===== src/rtl/adc_fifo_reader.sv =====
// rtl/adc_fifo_reader.sv - drains 32-bit ADC words from the storage FIFO into UART frames
// Frame: HEADER, four bytes per word MSB-first, XOR checksum of the data bytes.
module adc_fifo_reader #(
    parameter logic [7:0]  HEADER    = 8'hA5,
    parameter logic [15:0] MAX_WORDS = 16'd2048
) (
    input  logic        Clock,
    input  logic        Reset_n,
    input  logic        Start,
    input  logic        Abort,
    input  logic        FifoEmpty,
    input  logic [31:0] FifoData,
    output logic        FifoRdEn,
    input  logic        TxBusy,
    output logic [7:0]  TxData,
    output logic        TxWrite,
    output logic        Busy,
    output logic        Done,
    output logic [15:0] WordCount
);

    typedef enum logic [2:0] {
        S_IDLE, S_HDR, S_RD, S_LAT, S_BYTE, S_CHK, S_GAP, S_FIN
    } state_t;

    state_t      state_q, state_d, ret_q, ret_d;
    logic [31:0] word_q, word_d;
    logic [1:0]  idx_q, idx_d;
    logic        fresh_q, fresh_d;
    logic [7:0]  csum_q, csum_d;
    logic [15:0] wc_q, wc_d;
    logic        rden_q, rden_d;
    logic [7:0]  txdata_q, txdata_d;
    logic        txwr_q, txwr_d;
    logic        busy_q, busy_d;
    logic        done_q, done_d;
    logic [31:0] cur_word;
    logic [7:0]  cur_byte;
    logic        accept;
    logic        rd_stop;

    assign accept  = Start && !busy_q;
    assign rd_stop = FifoEmpty || (wc_q == MAX_WORDS);

    always_ff @(posedge Clock or negedge Reset_n) begin
        if (!Reset_n) begin
            state_q  <= S_IDLE;
            ret_q    <= S_IDLE;
            word_q   <= 32'h0;
            idx_q    <= 2'd0;
            fresh_q  <= 1'b0;
            csum_q   <= 8'h00;
            wc_q     <= 16'h0;
            rden_q   <= 1'b0;
            txdata_q <= 8'h00;
            txwr_q   <= 1'b0;
            busy_q   <= 1'b0;
            done_q   <= 1'b0;
        end else begin
            state_q  <= state_d;
            ret_q    <= ret_d;
            word_q   <= word_d;
            idx_q    <= idx_d;
            fresh_q  <= fresh_d;
            csum_q   <= csum_d;
            wc_q     <= wc_d;
            rden_q   <= rden_d;
            txdata_q <= txdata_d;
            txwr_q   <= txwr_d;
            busy_q   <= busy_d;
            done_q   <= done_d;
        end
    end

    // The header goes out straight from IDLE when the UART is free; HDR only waits out a busy UART.
    always_comb begin
        state_d = state_q;
        ret_d   = ret_q;
        if (Abort) begin
            state_d = S_IDLE;
        end else begin
            case (state_q)
                S_IDLE: if (accept) begin
                    if (!TxBusy) begin
                        state_d = S_GAP;
                        ret_d   = S_RD;
                    end else begin
                        state_d = S_HDR;
                    end
                end
                S_HDR: if (!TxBusy) begin
                    state_d = S_GAP;
                    ret_d   = S_RD;
                end
                S_RD:   state_d = rd_stop ? S_CHK : S_LAT;
                S_LAT:  state_d = S_BYTE;
                S_BYTE: if (!TxBusy) begin
                    state_d = S_GAP;
                    ret_d   = (idx_q == 2'd0) ? S_RD : S_BYTE;
                end
                S_GAP:  state_d = ret_q;
                S_CHK:  if (!TxBusy) state_d = S_FIN;
                S_FIN:  state_d = S_IDLE;
                default: state_d = S_IDLE;
            endcase
        end
    end

    // The strobe is registered, so read data arrives during the first BYTE cycle and is used directly.
    always_comb begin
        cur_word = fresh_q ? FifoData : word_q;
        case (idx_q)
            2'd3:    cur_byte = cur_word[31:24];
            2'd2:    cur_byte = cur_word[23:16];
            2'd1:    cur_byte = cur_word[15:8];
            default: cur_byte = cur_word[7:0];
        endcase
    end

    always_comb begin
        word_d   = word_q;
        idx_d    = idx_q;
        fresh_d  = fresh_q;
        csum_d   = csum_q;
        wc_d     = wc_q;
        rden_d   = 1'b0;
        txdata_d = txdata_q;
        txwr_d   = 1'b0;
        done_d   = 1'b0;
        if (!Abort) begin
            case (state_q)
                S_IDLE: if (accept) begin
                    wc_d    = 16'h0;
                    csum_d  = 8'h00;
                    idx_d   = 2'd0;
                    fresh_d = 1'b0;
                    if (!TxBusy) begin
                        txwr_d   = 1'b1;
                        txdata_d = HEADER;
                    end
                end
                S_HDR: if (!TxBusy) begin
                    txwr_d   = 1'b1;
                    txdata_d = HEADER;
                end
                S_RD:  rden_d = !rd_stop;
                S_LAT: begin
                    idx_d   = 2'd3;
                    fresh_d = 1'b1;
                end
                S_BYTE: begin
                    if (fresh_q) begin
                        word_d  = FifoData;
                        fresh_d = 1'b0;
                    end
                    if (!TxBusy) begin
                        txwr_d   = 1'b1;
                        txdata_d = cur_byte;
                        csum_d   = csum_q ^ cur_byte;
                        if (idx_q == 2'd0) wc_d = wc_q + 16'd1;
                        else               idx_d = idx_q - 2'd1;
                    end
                end
                S_CHK: if (!TxBusy) begin
                    txwr_d   = 1'b1;
                    txdata_d = csum_q;
                end
                S_FIN:  done_d = 1'b1;
                default: ;
            endcase
        end
        busy_d = (state_d != S_IDLE) || (state_q == S_FIN && !Abort);
    end

    assign FifoRdEn  = rden_q;
    assign TxData    = txdata_q;
    assign TxWrite   = txwr_q;
    assign Busy      = busy_q;
    assign Done      = done_q;
    assign WordCount = wc_q;

endmodule


===== config.mk =====
export PLATFORM = sky130hd
export DESIGN_NAME = adc_fifo_reader
export DESIGN_NICKNAME = d
export VERILOG_FILES = /design/src/rtl/adc_fifo_reader.sv
export SDC_FILE = /design/constraint.sdc
export NUM_CORES = 1
export LEC_CHECK = 0
export CORE_UTILIZATION = 50
export CTS_BUF_LIST = sky130_fd_sc_hd__clkbuf_4
export DETAILED_ROUTE_END_ITERATION = 16
export GPL_TIMING_DRIVEN = 1
export HOLD_SLACK_MARGIN = 0.02
export MAX_ROUTING_LAYER = met4
export PLACE_DENSITY = 0.75
export SETUP_SLACK_MARGIN = 0.05
export SYNTH_ARGS = -nofsm -noshare
export SYNTH_HDL_FRONTEND = slang
export SYNTH_SLANG_ARGS = --single-unit
export TNS_END_PERCENT = 10

===== constraint.sdc =====
create_clock -name Clock -period 3.8 [get_ports Clock]
set_input_delay 0.76 -clock Clock [delete_from_list [all_inputs] [get_ports Clock]]
set_output_delay 0.76 -clock Clock [all_outputs]
set_load 0.02 [all_outputs]

==> results of run 1 <==
==> layer usage <==
metal,GRT usage (%),wire length (um)
met2,39.0,4770
met5,-,0
met1,30.8,4340
met3,3.70,453
met4,9.34,190
==> cells in the mapped netlist (all sizes together), types with 3 or more instances <==
cell / n / area [um^2]
nor4b: 3 / 32.5
clkbuf: 20 / 76.3
inv: 9 / 33.8
a211oi: 12 / 90.1
nand3: 9 / 45.0
buf: 11 / 55.1
or3: 5 / 31.3
mux2i: 14 / 140
a32o: 4 / 40.0
o41ai: 4 / 35.0
o31ai: 8 / 60.1
nor3: 3 / 20.0
dfrtp: 76 / 1900
and2: 5 / 31.3
a21oi: 21 / 109
nor2b: 7 / 43.8
a211o: 4 / 35.0
mux2: 54 / 608
or4: 8 / 60.1
o21ai: 9 / 45.0
nor4: 4 / 25.0
o22ai: 3 / 18.8
a222oi: 8 / 80.1
ha: 6 / 75.1
nand2: 31 / 124
o21bai: 3 / 22.5
nor2: 18 / 83.8
nand2b: 12 / 75.1
a31oi: 7 / 43.8
==> through the flow <==
stage                     std cells  hold slack [ns]
after detailed placement        547            0.489
after CTS                       563            0.492
after global routing            563            0.528
final                           563            0.449
after floorplan                 405            0.464
after global placement          547            0.479
==> registers in the layout, indices dropped and copies added, names as in the netlist <==
name and flops:
word_q 32, WordCount 16, TxData 8, csum_q 8
state_q 3, idx_q 2, ret_q 2, Busy 1
Done 1, FifoRdEn 1, TxWrite 1, fresh_q 1
==> where the power goes <==
group	leakage, nW	switching (mW)	internal [mW]	total (mW)
combinational	1.02	0.877	0.808	1.69
sequential	0.955	0.218	1.10	1.32
clock	0.0725	0.312	0.204	0.516
total	2.05	1.41	2.11	3.52
==> layout make-up <==
| type | instances | share of cell area (%) |
|---|---|---|
| clock buffer | 9 | 1.33 |
| clock inverter | 7 | 1.50 |
| inverter | 10 | 0.737 |
| multi-input combinational | 288 | 43.4 |
| sequential | 76 | 37.3 |
| tap | 105 | 2.58 |
| timing repair buffer | 68 | 13.2 |
==> cell families (layout without fill, tap and decap cells) <==
group	count (synthesis)	after routing
and+or+nand+nor	118	118
muxes	68	68
buffers and inverters	41	94
adders and majority gates	6	6
DFF	76	76
AOI/OAI and AO/OA	96	96
==> final timing paths <==
path,startpoint,endpoint,slack [ns],cells past startpoint
max,state_q[2],WordCount[3],0.98,4
min,Reset_n,word_q[14],0.45,1
max reg2reg,state_q[2],WordCount[3],0.98,4
min reg2reg,word_q[6],word_q[6],0.52,1
max in group asynchronous,Reset_n,Busy,2.72,1
min in group Clock,word_q[6],word_q[6],0.52,1
==> impl_metrics.env, run 1 <==
export IMPL_start_kind="flip-flop"
export IMPL_min_period_ns=2.82
export IMPL_critPathKind="reg2reg"
export IMPL_drt_wl_total_um=9750
export IMPL_fin_util_pct=61.7
export IMPL_final_cell_mix="dfrtp_1 (76), clkdlybuf4s50_1 (64), mux2_2 (53)"
export IMPL_drive_gt1_share_pct=17.9
export IMPL_worst_path_buf_inv=0
export IMPL_die_h_um=94.5
export IMPL_synth_seq_area_share_pct=44.4
export IMPL_hold_viol_final=0
export IMPL_rsz0062_at_grt="no"
export IMPL_fin_ws_ns=0.984
export IMPL_cts_max_path_buffers=2
export IMPL_first_pass_iters=6
export IMPL_slew_headroom_pct=27.6
export IMPL_synthCells=405
export IMPL_crit_slowest_cell="o221ai_2"
export IMPL_p_leak_nw=2.05
export IMPL_synth_xor_area_share_pct=0
export IMPL_place_congestion=0.813
export IMPL_grt_pass1_vias=3281
export IMPL_drtIter0Drc=155
export IMPL_clock_sinks=76
export IMPL_htree_levels=3
export IMPL_coreArea_um2=8260
export IMPL_synthSimpleGateAreaFrac_pct=15.7
export IMPL_required_ns=4.16
export IMPL_max_freq_mhz=355
export IMPL_grt_ovfl_total=0
export IMPL_slew_violations=0
export IMPL_cts_tree="yes"
export IMPL_nFillCells=711
export IMPL_synthArstFlopShare_pct=100
export IMPL_ys_types=57
export IMPL_crit_family="compound AO/OA/AOI/OAI gates"
export IMPL_track_usage_pct=24.2
export IMPL_powerDensity_nw_per_um2=690
export IMPL_synth_compound_area_share_pct=16.7
export IMPL_ff_latch_area_um2=1900
export IMPL_dp_slack_ns=0.720
export IMPL_fin_setup_tns_ns=0
export IMPL_hold_class="in2async"
export IMPL_cts_setup_buffers=0
export IMPL_antenna_left=0
export IMPL_design_area_um2=5100
export IMPL_synth_seq_cells=76
export IMPL_synth_area_um2=4280
export IMPL_cts_root_buffer="clkbuf_4"
export IMPL_power_mw=3.52
export IMPL_cp_arrival_ns=3.17
export IMPL_drc=0
export IMPL_n_antenna_cell=0
export IMPL_yosys_area_share_adder_pct=1.75
export IMPL_synthMuxAreaShare_pct=17.5
export IMPL_setup_viol=0
export IMPL_avgSynthCellArea_um2=10.6
export IMPL_skew_ns=0.0159
export IMPL_tightest_slew_ns=1.09
export IMPL_wire_per_inst_um=17.3
export IMPL_cts_hold_buf=0
export IMPL_ys_flop_type="dfrtp_1"
export IMPL_ctsResizeCount=0
export IMPL_max_cap_violations=0
export IMPL_multi_input_area_um2=2210
export IMPL_cts_made_buffers=9
export IMPL_final_common_cell="dfrtp_1"
export IMPL_min_period_over_period_pct=74.1
export IMPL_crit_fanout=29
export IMPL_die_w_um=94.5
export IMPL_io_pins=66
export IMPL_vias=3425
export IMPL_dieArea_um2=8940
export IMPL_syn_num_nets=449
export IMPL_place_area_um2=4950
export IMPL_rows=33
export IMPL_via_per_inst=6.08
export IMPL_cp_slowest_stage_delay_ns=0.91
export IMPL_clk_pin_slew_ns=0.14
export IMPL_dp_hpwl_um=6660
export IMPL_synth_edf_count=0
export IMPL_clk_latency_ns=0.43
export IMPL_grt_pass1_wl_um=16100
export IMPL_ys_warn_count=0
export IMPL_syn2layout_area_growth_pct=19.0
export IMPL_crit_path_end_kind="flip-flop"
export IMPL_outcome="complete, no violations"
export IMPL_nNetsFinal=497
export IMPL_irDropWorstVdd_uv=348
export IMPL_start_util_pct=51.8
export IMPL_grt_start_max_net_pins=77
export IMPL_path_cells="or3b_1 -> o221ai_2 -> o21ai_0 -> a21oi_1"
export IMPL_port_buffer_count=65
export IMPL_synth_top_family_by_area="multiplexers"
export IMPL_antenna_found_initial=0
(Power assumes the default switching activity.)
==> run 2: changes to the inputs <==
Clock period 3.8 ns to 2.75 ns, I/O delays scaled along.
==> impl_metrics.env, run 2 (synthesized netlist as in run 1, its figures left out) <==
export IMPL_cts_root_buffer="clkbuf_4"
export IMPL_n_antenna_cell=0
export IMPL_track_usage_pct=25.0
export IMPL_cts_hold_buf=0
export IMPL_grt_ovfl_total=0
export IMPL_antenna_found_initial=0
export IMPL_crit_fanout=27
export IMPL_grt_pass1_vias=3303
export IMPL_largest_register_ffs=32
export IMPL_via_per_inst=5.97
export IMPL_cts_tree="yes"
export IMPL_wire_per_inst_um=17.6
export IMPL_cts_max_path_buffers=2
export IMPL_crit_path_end_kind="flip-flop"
export IMPL_rows=33
export IMPL_critPathKind="reg2reg"
export IMPL_io_pins=66
export IMPL_hold_class="in2async"
export IMPL_antenna_left=0
export IMPL_final_common_cell="dfrtp_1"
export IMPL_htree_levels=3
export IMPL_ctsResizeCount=0
export IMPL_drtIter0Drc=148
export IMPL_tightest_slew_ns=1.09
export IMPL_final_cell_mix="dfrtp_1 (76), clkdlybuf4s50_1 (64), mux2_2 (53)"
export IMPL_outcome="complete, no violations"
export IMPL_start_kind="flip-flop"
export IMPL_clk_latency_ns=0.45
export IMPL_cts_setup_buffers=0
export IMPL_p_leak_nw=2.10
export IMPL_die_w_um=94.5
export IMPL_max_freq_mhz=405
export IMPL_first_pass_iters=4
export IMPL_grt_start_max_net_pins=77
export IMPL_drt_wl_total_um=10100
export IMPL_slew_headroom_pct=27.6
export IMPL_fin_setup_tns_ns=0
export IMPL_path_cells="inv_1 -> ha_1 -> nor2b_1 -> o221ai_2 -> buf_4 -> or3_1 -> a21oi_1"
export IMPL_grt_pass1_wl_um=16600
export IMPL_place_area_um2=5040
export IMPL_hold_viol_final=0
export IMPL_min_period_over_period_pct=89.8
export IMPL_whs_ns=0.238
export IMPL_dieArea_um2=8940
export IMPL_syn2layout_area_growth_pct=20.9
export IMPL_regMostFlops="word_q"
export IMPL_port_buffer_count=65
export IMPL_cts_made_buffers=9
export IMPL_place_congestion=0.823
export IMPL_cp_arrival_ns=2.85
export IMPL_powerDensity_nw_per_um2=958
export IMPL_vias=3419
export IMPL_cp_slowest_stage_delay_ns=0.44
export IMPL_slew_violations=0
export IMPL_max_cap_violations=0
export IMPL_skew_ns=0.0127
export IMPL_irDropWorstVdd_uv=619
export IMPL_setup_viol=0
export IMPL_drc=0
export IMPL_drive_gt1_share_pct=19.4
export IMPL_rsz0062_at_grt="no"
export IMPL_required_ns=3.13
export IMPL_clk_pin_slew_ns=0.13
export IMPL_fin_util_pct=62.7
export IMPL_min_period_ns=2.47
export IMPL_start_util_pct=51.8
export IMPL_crit_slowest_cell="dfrtp_1"
export IMPL_nNetsFinal=507
export IMPL_die_h_um=94.5
export IMPL_design_area_um2=5170
export IMPL_nFillCells=712
export IMPL_coreArea_um2=8260
export IMPL_dp_hpwl_um=6880
export IMPL_clock_sinks=76
run 2: cell count changes in the layout (fill, tap and decap cells not counted), sizes merged:
cell / delta
clkinv: +1
buf: +10
inv: -1
run 2: through the flow:
step | instances | power (mW) | setup WS (ns)
2_1_floorplan | 405 | 3.57 | 0.757
3_3_place_gp | 557 | 4.20 | 0.222
3_5_place_dp | 557 | 4.29 | 0.166
4_1_cts | 573 | 4.98 | 0.292
5_1_grt | 573 | 5.32 | 0.0707
6_report | 573 | 4.96 | 0.281
run 2: path summary, 6_finish.rpt:
| check | startpoint | end | slack [ns] | cells after the start |
|---|---|---|---|---|
| max in group asynchronous | Reset_n | Busy | 1.88 | 1 |
| min in group Clock | word_q[6] | word_q[6] | 0.51 | 1 |
| min | Reset_n | word_q[9] | 0.24 | 1 |
| max reg2reg | idx_q[0] | WordCount[3] | 0.28 | 7 |
| min reg2reg | word_q[6] | word_q[6] | 0.51 | 1 |
| max | idx_q[0] | WordCount[3] | 0.28 | 7 |
run 2: report_power, final:
group	switching (mW)	internal [mW]	total (mW)	leakage (nW)
combinational	1.32	1.19	2.51	1.08
sequential	0.234	1.52	1.75	0.955
clock	0.421	0.272	0.692	0.0693
run 2: area by class of cell:
cell class | count | area (um^2) | share of cell area, %
Inverter | 10 | 37.5 | 0.725
Sequential cell | 76 | 1900 | 36.8
Clock buffer | 9 | 67.6 | 1.31
Timing Repair Buffer | 78 | 758 | 14.7
Multi-Input combinational cell | 288 | 2210 | 42.7
Clock inverter | 7 | 67.6 | 1.31
Tap cell | 105 | 131 | 2.54
run 2: worst max-delay path, delay by kind of cell, from the launching register on:
kind	cells	cell delay, ns
AO/OA/AOI/OAI	2	0.58
adder cells (fa/ha/maj)	1	0.38
buffers and inverters	2	0.43
flip-flops	1	0.44
AND/OR/NAND/NOR	2	0.57
run 2: layer usage:
metal  up-vias  track usage (%)  part of all wire, %
li1       1644                -                    -
met1      1685             32.7                   46
met2        76             39.3                   49
met3        14             3.86                  3.8
met4         0             9.22                  1.7
met5         -                -                    0
==> run 3: changes to the inputs <==
Settings changed: GPL_TIMING_DRIVEN 1 to default.
==> results of run 3 <==
Same layout as run 2: the final DEF is identical, and so are final timing and power.
